$ cat src/rtl/wb_common_pkg.sv
// Common Wishbone bundle types shared by bus peripherals.
// Controller request and peripheral response structs.
package wb_common_pkg;

  typedef struct packed {
    logic       stb;
    logic       we;
    logic [3:0] adr;
    logic [7:0] dat;
  } iWishbone_Ctrl;

  typedef struct packed {
    logic       ack;
    logic [7:0] dat;
  } iWishbone_Peri;

endpackage

$ cat src/rtl/wb_pwm_leds_pkg.sv
// Shared constants and types for the wb_pwm_leds peripheral.
// gamma() backs the WB_PWM_LEDS_GAMMA_EN build option.
package pkg_wb_pwm_leds;

  localparam logic [3:0] ADR_CTRL     = 4'd8;
  localparam logic [3:0] ADR_PRESCALE = 4'd9;
  localparam logic [3:0] ADR_PHASE    = 4'd10;

  localparam int CTRL_EN  = 0;
  localparam int CTRL_INV = 1;

  typedef logic [7:0] duty_t;

  function automatic duty_t gamma(input duty_t d);
    logic [15:0] p;
    p = 16'(d) * 16'(d);
    return p[15:8];
  endfunction

endpackage

$ cat src/rtl/wb_pwm_leds_timebase.sv
// Prescaler and 8-bit PWM phase counter.
// Held at zero while disabled; wrap marks the 255->0 tick.
module wb_pwm_leds_timebase #(
  parameter int pPrescaleW = 8
) (
  input  logic                  clk,
  input  logic                  rst,
  input  logic                  en,
  input  logic [pPrescaleW-1:0] prescale,
  output logic [7:0]            pwm_cnt,
  output logic                  tick,
  output logic                  wrap
);

  logic [pPrescaleW-1:0] pre;

  // >= so a shrunk prescale wraps the counter at once
  assign tick = en && (pre >= prescale);
  assign wrap = tick && (pwm_cnt == 8'hFF);

  // prescaler and phase counter advance
  always_ff @(posedge clk) begin
    if (rst || !en) begin
      pre     <= '0;
      pwm_cnt <= '0;
    end else if (tick) begin
      pre     <= '0;
      pwm_cnt <= pwm_cnt + 8'd1;
    end else begin
      pre <= pre + pPrescaleW'(1);
    end
  end

endmodule

$ cat src/rtl/wb_pwm_leds.sv
// Wishbone LED PWM responder: duty, control, prescale regs.
// Option macro WB_PWM_LEDS_GAMMA_EN: gamma-corrected shadows.
module wb_pwm_leds
  import wb_common_pkg::*;
  import pkg_wb_pwm_leds::*;
#(
  parameter int pLeds      = 8,
  parameter int pPrescaleW = 8
) (
  input  logic             clk,
  input  logic             rst,
  input  iWishbone_Ctrl    wb_c,
  output iWishbone_Peri    wb_p,
  output logic [pLeds-1:0] leds
);

  duty_t                 duty     [pLeds];
  duty_t                 shadow   [pLeds];
  duty_t                 shadow_d [pLeds];
  logic [1:0]            ctrl;
  logic [pPrescaleW-1:0] prescale;
  logic [7:0]            pwm_cnt;
  logic                  tick;
  logic                  wrap;
  logic                  en;
  logic                  inv;
  logic                  wr;
  duty_t                 rd_dat;
  logic [pLeds-1:0]      raw;

  assign en  = ctrl[CTRL_EN];
  assign inv = ctrl[CTRL_INV];
  assign wr  = wb_c.stb && wb_c.we;

  wb_pwm_leds_timebase #(
    .pPrescaleW(pPrescaleW)
  ) u_timebase (
    .clk     (clk),
    .rst     (rst),
    .en      (en),
    .prescale(prescale),
    .pwm_cnt (pwm_cnt),
    .tick    (tick),
    .wrap    (wrap)
  );

  // register file writes, committed with the ack edge
  always_ff @(posedge clk) begin
    if (rst) begin
      ctrl     <= '0;
      prescale <= '0;
      for (int i = 0; i < pLeds; i++)
        duty[i] <= '0;
    end else if (wr) begin
      for (int i = 0; i < pLeds; i++)
        if (wb_c.adr == 4'(i))
          duty[i] <= wb_c.dat;
      if (wb_c.adr == ADR_CTRL)
        ctrl <= wb_c.dat[1:0];
      if (wb_c.adr == ADR_PRESCALE)
        prescale <= pPrescaleW'(wb_c.dat);
    end
  end

  // read mux; unmapped addresses return 0
  always_comb begin
    rd_dat = '0;
    case (wb_c.adr)
      ADR_CTRL:     rd_dat = {6'b0, ctrl};
      ADR_PRESCALE: rd_dat = 8'(prescale);
      ADR_PHASE:    rd_dat = pwm_cnt;
      default: begin
        for (int i = 0; i < pLeds; i++)
          if (wb_c.adr == 4'(i))
            rd_dat = duty[i];
      end
    endcase
  end

  // single-cycle ack; data only on read acks
  always_ff @(posedge clk) begin
    if (rst) begin
      wb_p.ack <= 1'b0;
      wb_p.dat <= '0;
    end else begin
      wb_p.ack <= wb_c.stb;
      wb_p.dat <= (wb_c.stb && !wb_c.we) ? rd_dat : '0;
    end
  end

  // value a shadow takes when it reloads
  always_comb begin
    for (int i = 0; i < pLeds; i++) begin
`ifdef WB_PWM_LEDS_GAMMA_EN
      shadow_d[i] = gamma(duty[i]);
`else
      shadow_d[i] = duty[i];
`endif
    end
  end

  // shadows track while idle, else reload only at wrap
  always_ff @(posedge clk) begin
    if (rst) begin
      for (int i = 0; i < pLeds; i++)
        shadow[i] <= '0;
    end else if (!en || wrap) begin
      for (int i = 0; i < pLeds; i++)
        shadow[i] <= shadow_d[i];
    end
  end

  // per-LED compare against the phase counter
  always_comb begin
    raw = '0;
    for (int i = 0; i < pLeds; i++)
      raw[i] = pwm_cnt < shadow[i];
  end

  // registered drive keeps the outputs glitch-free
  always_ff @(posedge clk) begin
    if (rst || !en)
      leds <= '0;
    else
      leds <= raw ^ {pLeds{inv}};
  end

endmodule

$ cat config.mk
export PLATFORM = sky130hd
export DESIGN_NAME = wb_pwm_leds
export DESIGN_NICKNAME = d
export VERILOG_FILES = /design/src/rtl/wb_common_pkg.sv /design/src/rtl/wb_pwm_leds_pkg.sv /design/src/rtl/wb_pwm_leds_timebase.sv /design/src/rtl/wb_pwm_leds.sv
export SDC_FILE = /design/constraint.sdc
export NUM_CORES = 1
export LEC_CHECK = 0
export BUFFER_PORTS_ARGS = -buffer_cell sky130_fd_sc_hd__buf_2
export CELL_PAD_IN_SITES_DETAIL_PLACEMENT = 1
export CELL_PAD_IN_SITES_GLOBAL_PLACEMENT = 2
export CORE_MARGIN = 2
export CORE_UTILIZATION = 42
export DETAILED_ROUTE_END_ITERATION = 8
export PLACE_DENSITY_LB_ADDON = 0.1
export SLEW_MARGIN = 20
export SYNTH_ARGS = -nofsm -noshare
export SYNTH_HDL_FRONTEND = slang
export SYNTH_HIERARCHICAL = 1
export SYNTH_SLANG_ARGS = --single-unit
$ cat constraint.sdc
create_clock -name clk -period 5.1 [get_ports clk]
set_input_delay 0 -clock clk [delete_from_list [all_inputs] [get_ports clk]]
set_output_delay 0 -clock clk [all_outputs]
set_load 0.01 [all_outputs]
Yosys cells after proc, flatten, opt, wreduce, memory -nomap -nowiden

Memories as Yosys holds them, arrays and structs flattened.
Cells that the tools add are included.

Memory bits (writable): 128
Bits of input ports: 16
Flip-flop bits (word level): 43
Output and inout port bits: 17
Word-level logic and storage cells: 124
Memories kept: 2

Memories:

| name   | words | width | rd ports | clocked after memory_dff | wr ports | line              | source |
|---|---|---|---|---|---|---|---|
| duty   | 8     | 8     | 8        | 0                        | 8        | wb_pwm_leds.sv:17 | `duty_t duty [pLeds];` |
| shadow | 8     | 8     | 8        | 0                        | 8        | wb_pwm_leds.sv:18 | `duty_t shadow [pLeds];` |

Add/subtract/negate cells: 2
Reductions and logical operators: 13
Order comparisons: 9
Equal/unequal tests: 11
Multiplexer cells: 62
Bitwise gates (word level): 18

Operators by type and width:

| cell                | number |
|---|---|
| $mux 8              | 24 |
| $lt 8x8->1          | 8 |
| $mux 1              | 37 |
| $pmux 8 s3          | 1 |
| $add 8x1->8 const B | 2 |
| $eq 4x3->1 const B  | 4 |
| $or 1x1->1          | 16 |
| $eq 4x4->1 const B  | 3 |
| $eq 4x2->1 const B  | 2 |
| $eq 8x8->1 const B  | 1 |
| $ge 8x8->1          | 1 |
| $xor 8x8->8         | 1 |
| $eq 4x1->1 const B  | 1 |
| $logic_and 1x1->1   | 4 |
| $logic_not 4->1     | 1 |
| $reduce_and 2->1    | 2 |
| $reduce_or 2->1     | 2 |
| $logic_not 1->1     | 2 |
| $logic_or 1x1->1    | 2 |
| $not 1->1           | 1 |

Logic depth before layout (Yosys ltp)

Gate-level depths: netlist (run 1).

Word-level depth: 10
Depth in mapped cells: 12
Depth with buffers taken out: 9

By module

The synthesis (run 1) kept the hierarchy.

By module, submodules not included:

| module               | area an instance (um2) | cells an instance | instances | seq. area each (um2) |
|---|---|---|---|---|
| wb_pwm_leds          | 7,759.9                | 679               | 1         | 4,384.2 |
| wb_pwm_leds_timebase | 1,008.5                | 106               | 1         | 320.3 |

Worst setup path after synthesis (run 1)

No wires, ideal clock.

Path type: register -> register
Start point: register u_timebase.pre[0]
End point: memory shadow[0][0] (netlist bit), enable pin
Path slack: 1,551 ps
Library setup time: 692 ps
Required time: 4,408 ps
Path buffers: 1
Data arrival time: 2,857 ps
Cell stages (with the launch flop): 10
Clock period less this slack: 3,549 ps
Path through: dfxtp_1 > inv_1 > ha_1 > nand2b_4 > a2111o_1 > a31oi_4 > buf_12 > nor3_1 > inv_1 > nand2_1

RTL lines:

| item                   | line                       | source |
|---|---|---|
| from (decl)            | wb_pwm_leds_timebase.sv:15 | `logic [pPrescaleW-1:0] pre;` |
| from (signal assigned) | wb_pwm_leds_timebase.sv:30 | `pre <= pre + pPrescaleW'(1);` |
| to (decl)              | wb_pwm_leds.sv:18          |  |

==> results_dict.tcl, run 1 <==
set metrics [dict create \
    power_density_nw_per_um2 329 \
    layout_worst_path_cycle_share_pct 59.9 \
    ctsRootBufferMaster "clkbuf_16" \
    worstPathCellList "inv_1, ha_1, nand2b_4, a2111o_1, a31oi_4, nor3_1, inv_1, a21oi_2, buf_4, and2_1" \
    fillCellCount 2159 \
    cp_top_family "compound AO/OA/AOI/OAI gates" \
    yosysWarnings 6 \
    area_delta_synth_final_pct 12.1 \
    drive_above_1_share_pct 12.6 \
    hold_class "input pin to register" \
    crit_slowest_cell "a31oi_4" \
    clock_latency_ns 0.44 \
    period_needed_ns 3.06 \
    hold_viol 0 \
    cts_inserted_buffers 17 \
    timing.rr.start "u_timebase/pre[0]" \
    antenna_found_initial 0 \
    start_kind "register" \
    grt.total_usage_pct 23.0 \
    avgSynthCellArea_um2 11.2 \
    gr-total-overflow 0 \
    netSwitchingFraction_pct 23.5 \
    die_width_um 148 \
    power_frac_comb_pct 6.9 \
    max_freq_ghz 0.327 \
    drv_cap 0 \
    cts_buffer_depth 2 \
    fin_util_pct 48.2 \
    p_leak_nw 3.94 \
    ir_drop_mv 0.211 \
    path_class "register to register" \
    dr.pass1.iters 5 \
    grt_pass1_wl_um 37400 \
    route.detailed.drc 0 \
    grt_pass1_vias 6275 \
    critPathRequiredTime_ns 5.29 \
    drt-total-wl_um 24300 \
    cts_setup_buffers 0 \
    core_um2 20400 \
    cts.htree.levels 4 \
    clock_power_share_pct 43.7 \
    synthCells 784 \
    reg2reg_depth 10 \
    r2r_end "shadow[0][5]" \
    final_common_cell "edfxtp_1" \
    cts_tree "built" \
    antenna_left 0 \
    rows 52 \
    io_pins 33 \
    hp-start "wb_c[11]" \
    dieArea_um2 22000 \
    r2r_setup_slack_ns 2.04 \
    cts_sinks 171 \
    portBuffers 32 \
    wl_per_cell_um 22.1 \
    rsz0062_at_grt "no" \
    n_antenna_cell 0 \
    holdPathStages 3 \
    cts_hold_buf 10 \
    initial_core_util_pct 43.0 \
    worstPathMaxFanout 48 \
    dr.first_iter.drc_count 469 \
    min_to "wb_p[1]" \
    die_h_um 148 \
    tightest_slew_ns 0.896 \
    synthesis.nets 866 \
    clkTransAtPathRegs_ns 0.07 \
    cp.arrival_ns 3.24 \
    seq_power_share_pct 49.4 \
    nets 901 \
    critPathCaptureType "register" \
    cpPeakStageDelay_ns 0.54 \
    setup_violations 0 \
    grt_max_degree 65 \
    slew_viol_final 0 \
    syn_area_um2 8760 \
    dpl.hpwl_um 17000 \
    finalSetupTns_ns 0 \
    critPathBufInv 3 \
    max-slew-margin-rel_pct 40.2 \
    layout_common_cells "edfxtp_1 (128), nor2_1 (86), inv_1 (78)" \
    viasPerCell 5.46 \
    cts_resized 0 \
    place_congestion 0.828 \
    routed-via-count 6016 \
    status "finished clean" \
    critical_path.most_common_cell "inv_1" \
    power_switching_w 0.000760 \
    power.internal_w 0.00248 \
    skew_ns 0.0149 \
]
final cells by class:
cell class,count,area (um^2),area share [%]
clock buffers,17,425,4.33
clock inverters,14,208,2.11
inverters,78,293,2.98
multi-input cells,506,3570,36.4
flip-flops and latches,171,4700,47.9
well taps,270,338,3.44
repair buffers,45,283,2.88
sequential cells by signal, indices dropped and copies added, names as in the netlist:
register            flops
u_timebase/pwm_cnt      8
leds                    8
prescale                8
shadow                 64
u_timebase/pre          8
ctrl                    2
duty                   64
wb_p                    9
worst max path at each step:
stage | cells after the start | slack (ns) | startpoint | endpoint
2_1_floorplan | 9 | 1.55 | u_timebase/pre[0] | shadow[0][0]
3_3_place_gp | 10 | 2.17 | u_timebase/pre[0] | shadow[0][4]
3_5_place_dp | 10 | 2.06 | u_timebase/pre[0] | shadow[0][16]
4_1_cts | 10 | 2.04 | u_timebase/pre[0] | shadow[0][16]
5_1_grt | 10 | 1.88 | u_timebase/pre[0] | shadow[0][5]
6_report | 10 | 2.04 | u_timebase/pre[0] | shadow[0][5]
per-stage QoR:
stage / worst slack, ns / hold WS, ns / cells / total power, W / instance area (um^2)
after floorplan: 1.55 / 0.147 / 784 / 0.00176 / 8760
after global placement: 2.17 / 0.247 / 1060 / 0.00184 / 9090
after CTS: 2.04 / 0.156 / 1101 / 0.00326 / 9820
after global routing: 1.88 / 0.165 / 1101 / 0.00334 / 9820
after detailed placement: 2.06 / 0.260 / 1060 / 0.00185 / 9090
final: 2.04 / 0.172 / 1101 / 0.00324 / 9820
power by group through the flow:
| stage | Sequential (W) | Clock [W] | Combinational (W) |
|---|---|---|---|
| global placement | 0.00163 | 0 | 0.000210 |
| floorplan | 0.00161 | 0 | 0.000153 |
| finish | 0.00160 | 0.00142 | 0.000224 |
| global route | 0.00160 | 0.00149 | 0.000248 |
| CTS | 0.00160 | 0.00144 | 0.000225 |
| detailed placement | 0.00163 | 0 | 0.000217 |
worst reg2reg max path: stages (launching register included):
cell,delay [ns]
dfxtp_1,0.43
inv_1,0.09
ha_1,0.28
nand2b_4,0.14
a2111o_1,0.46
a31oi_4,0.54
nor3_1,0.13
inv_1,0.13
a21oi_2,0.07
buf_4,0.30
and2_1,0.25
metal layers:
metal	up-vias	part of all wire (%)	GRT usage (%)
met4	0	2.2	6.71
met3	31	4.0	4.20
li1	2827	-	-
met5	-	0	0
met2	137	47	36.9
met1	3021	47	32.2
Power figures use the tool's default switching activity.
==> inputs of run 2 (changes only) <==
Clock period 5.1 ns to 2.9 ns, I/O delays scaled along.
==> results_dict.tcl, run 2 (synthesis results as in run 1) <==
set metrics [dict create \
    dr.pass1.iters 5 \
    ir_drop_mv 0.366 \
    clock_latency_ns 0.43 \
    finalSetupTns_ns 0 \
    power_density_nw_per_um2 546 \
    timing.rr.start "u_timebase/pre[0]" \
    cts_hold_buf 17 \
    rows 52 \
    start_kind "register" \
    setup_violations 0 \
    routed-via-count 6061 \
    grt_max_degree 49 \
    hp-start "wb_c[11]" \
    die_h_um 148 \
    dp_cells 1073 \
    tightest_slew_ns 0.839 \
    path_class "register to register" \
    hold_viol 0 \
    clkTransAtPathRegs_ns 0.07 \
    p_leak_nw 4.03 \
    status "finished clean" \
    dp_slack_ns 0.338 \
    grt_pass1_wl_um 37000 \
    place_area_um2 9230 \
    dieArea_um2 22000 \
    cts_tree "built" \
    finalWorstSetupSlack_ns 0.326 \
    critPathRequiredTime_ns 3.08 \
    grt.total_usage_pct 22.9 \
    cts_resized 0 \
    critPathCaptureType "register" \
    io_pins 33 \
    dpl.hpwl_um 17700 \
    viasPerCell 5.40 \
    gr-total-overflow 0 \
    reg_top3 "duty x64, shadow x64, wb_p x9" \
    r2r_end "shadow[0][12]" \
    cts_buffer_depth 2 \
    fillCellCount 2185 \
    max_freq_ghz 0.388 \
    skew_ns 0.0122 \
    antenna_found_initial 0 \
    design_area_um2 9960 \
    wl_per_cell_um 21.6 \
    cts_inserted_buffers 17 \
    portBuffers 32 \
    worstPathMaxFanout 48 \
    antenna_left 0 \
    core_um2 20400 \
    drive_above_1_share_pct 13.8 \
    critPathLaunch "u_timebase/pre[0]" \
    stdcell_count 1122 \
    drt-total-wl_um 24200 \
    final_common_cell "edfxtp_1" \
    grt_pass1_vias 6229 \
    hold_class "input pin to register" \
    endpoint "shadow[0][12]" \
    n_antenna_cell 0 \
    max-slew-margin-rel_pct 44.0 \
    reg2reg_depth 10 \
    ctsRootBufferMaster "clkbuf_16" \
    die_width_um 148 \
    dr.first_iter.drc_count 442 \
    drv_cap 0 \
    cts.htree.levels 4 \
    area_delta_synth_final_pct 13.7 \
    period_needed_ns 2.57 \
    slew_viol_final 0 \
    cts_setup_buffers 0 \
    r2r_setup_slack_ns 0.33 \
    place_congestion 0.873 \
    route.detailed.drc 0 \
    cts_sinks 171 \
    layout_worst_path_cycle_share_pct 88.8 \
    layout_common_cells "edfxtp_1 (128), nor2_1 (86), inv_1 (78)" \
    initial_core_util_pct 43.0 \
    nets 921 \
    cp.arrival_ns 2.75 \
    rsz0062_at_grt "no" \
]
-- run 2: critical path, cell delays in order, from the launching register on --
cell      delay [ns]
dfxtp_1         0.44
inv_1           0.07
ha_1            0.27
nand2b_4        0.14
a2111o_1        0.46
a31oi_4         0.19
nor3_1          0.08
inv_1           0.12
a21oi_2         0.07
buf_4           0.26
and2_1          0.21
-- run 2: worst min path at each step --
stage                        to  slack, ns  depth (start not counted)
floorplan           prescale[0]       0.15                          2
global placement    prescale[6]       0.26                          3
detailed placement  prescale[5]       0.26                          3
CTS                     wb_p[1]       0.11                          3
global route            wb_p[1]       0.16                          3
finish                  wb_p[1]       0.11                          3
-- run 2: power breakdown --
group | internal, W | leakage (nW) | total (W) | switching (W)
logic | 0.000152 | 2.06 | 0.000393 | 0.000241
registers | 0.00275 | 1.70 | 0.00281 | 0.0000661
clock network | 0.00120 | 0.263 | 0.00223 | 0.00103
total | 0.00410 | 4.03 | 0.00544 | 0.00134
-- run 2: routing by layer --
metal	global-route usage [%]	vias up	wire, um
met5	0	-	0
met4	7.67	0	489
met3	3.34	32	1010
met2	34.9	147	11000
met1	33.5	3013	11700
li1	-	2869	-
-- run 2: final cells by class --
| type | instances | area [um^2] | area share (%) |
|---|---|---|---|
| multi-input cells | 506 | 3580 | 35.9 |
| repair buffers | 65 | 488 | 4.90 |
| clock inverters | 15 | 138 | 1.38 |
| inverters | 78 | 293 | 2.94 |
| clock buffers | 17 | 425 | 4.27 |
| well taps | 270 | 338 | 3.39 |
| flip-flops and latches | 171 | 4700 | 47.2 |
-- run 2: through the flow --
step / hold slack, ns / utilization, % / power (W)
after floorplan: 0.147 / - / 0.00310
after global routing: 0.161 / 48.9 / 0.00561
after detailed placement: 0.265 / 45.3 / 0.00325
final: 0.107 / 48.9 / 0.00544
after CTS: 0.108 / 48.9 / 0.00547
after global placement: 0.260 / 45.3 / 0.00323
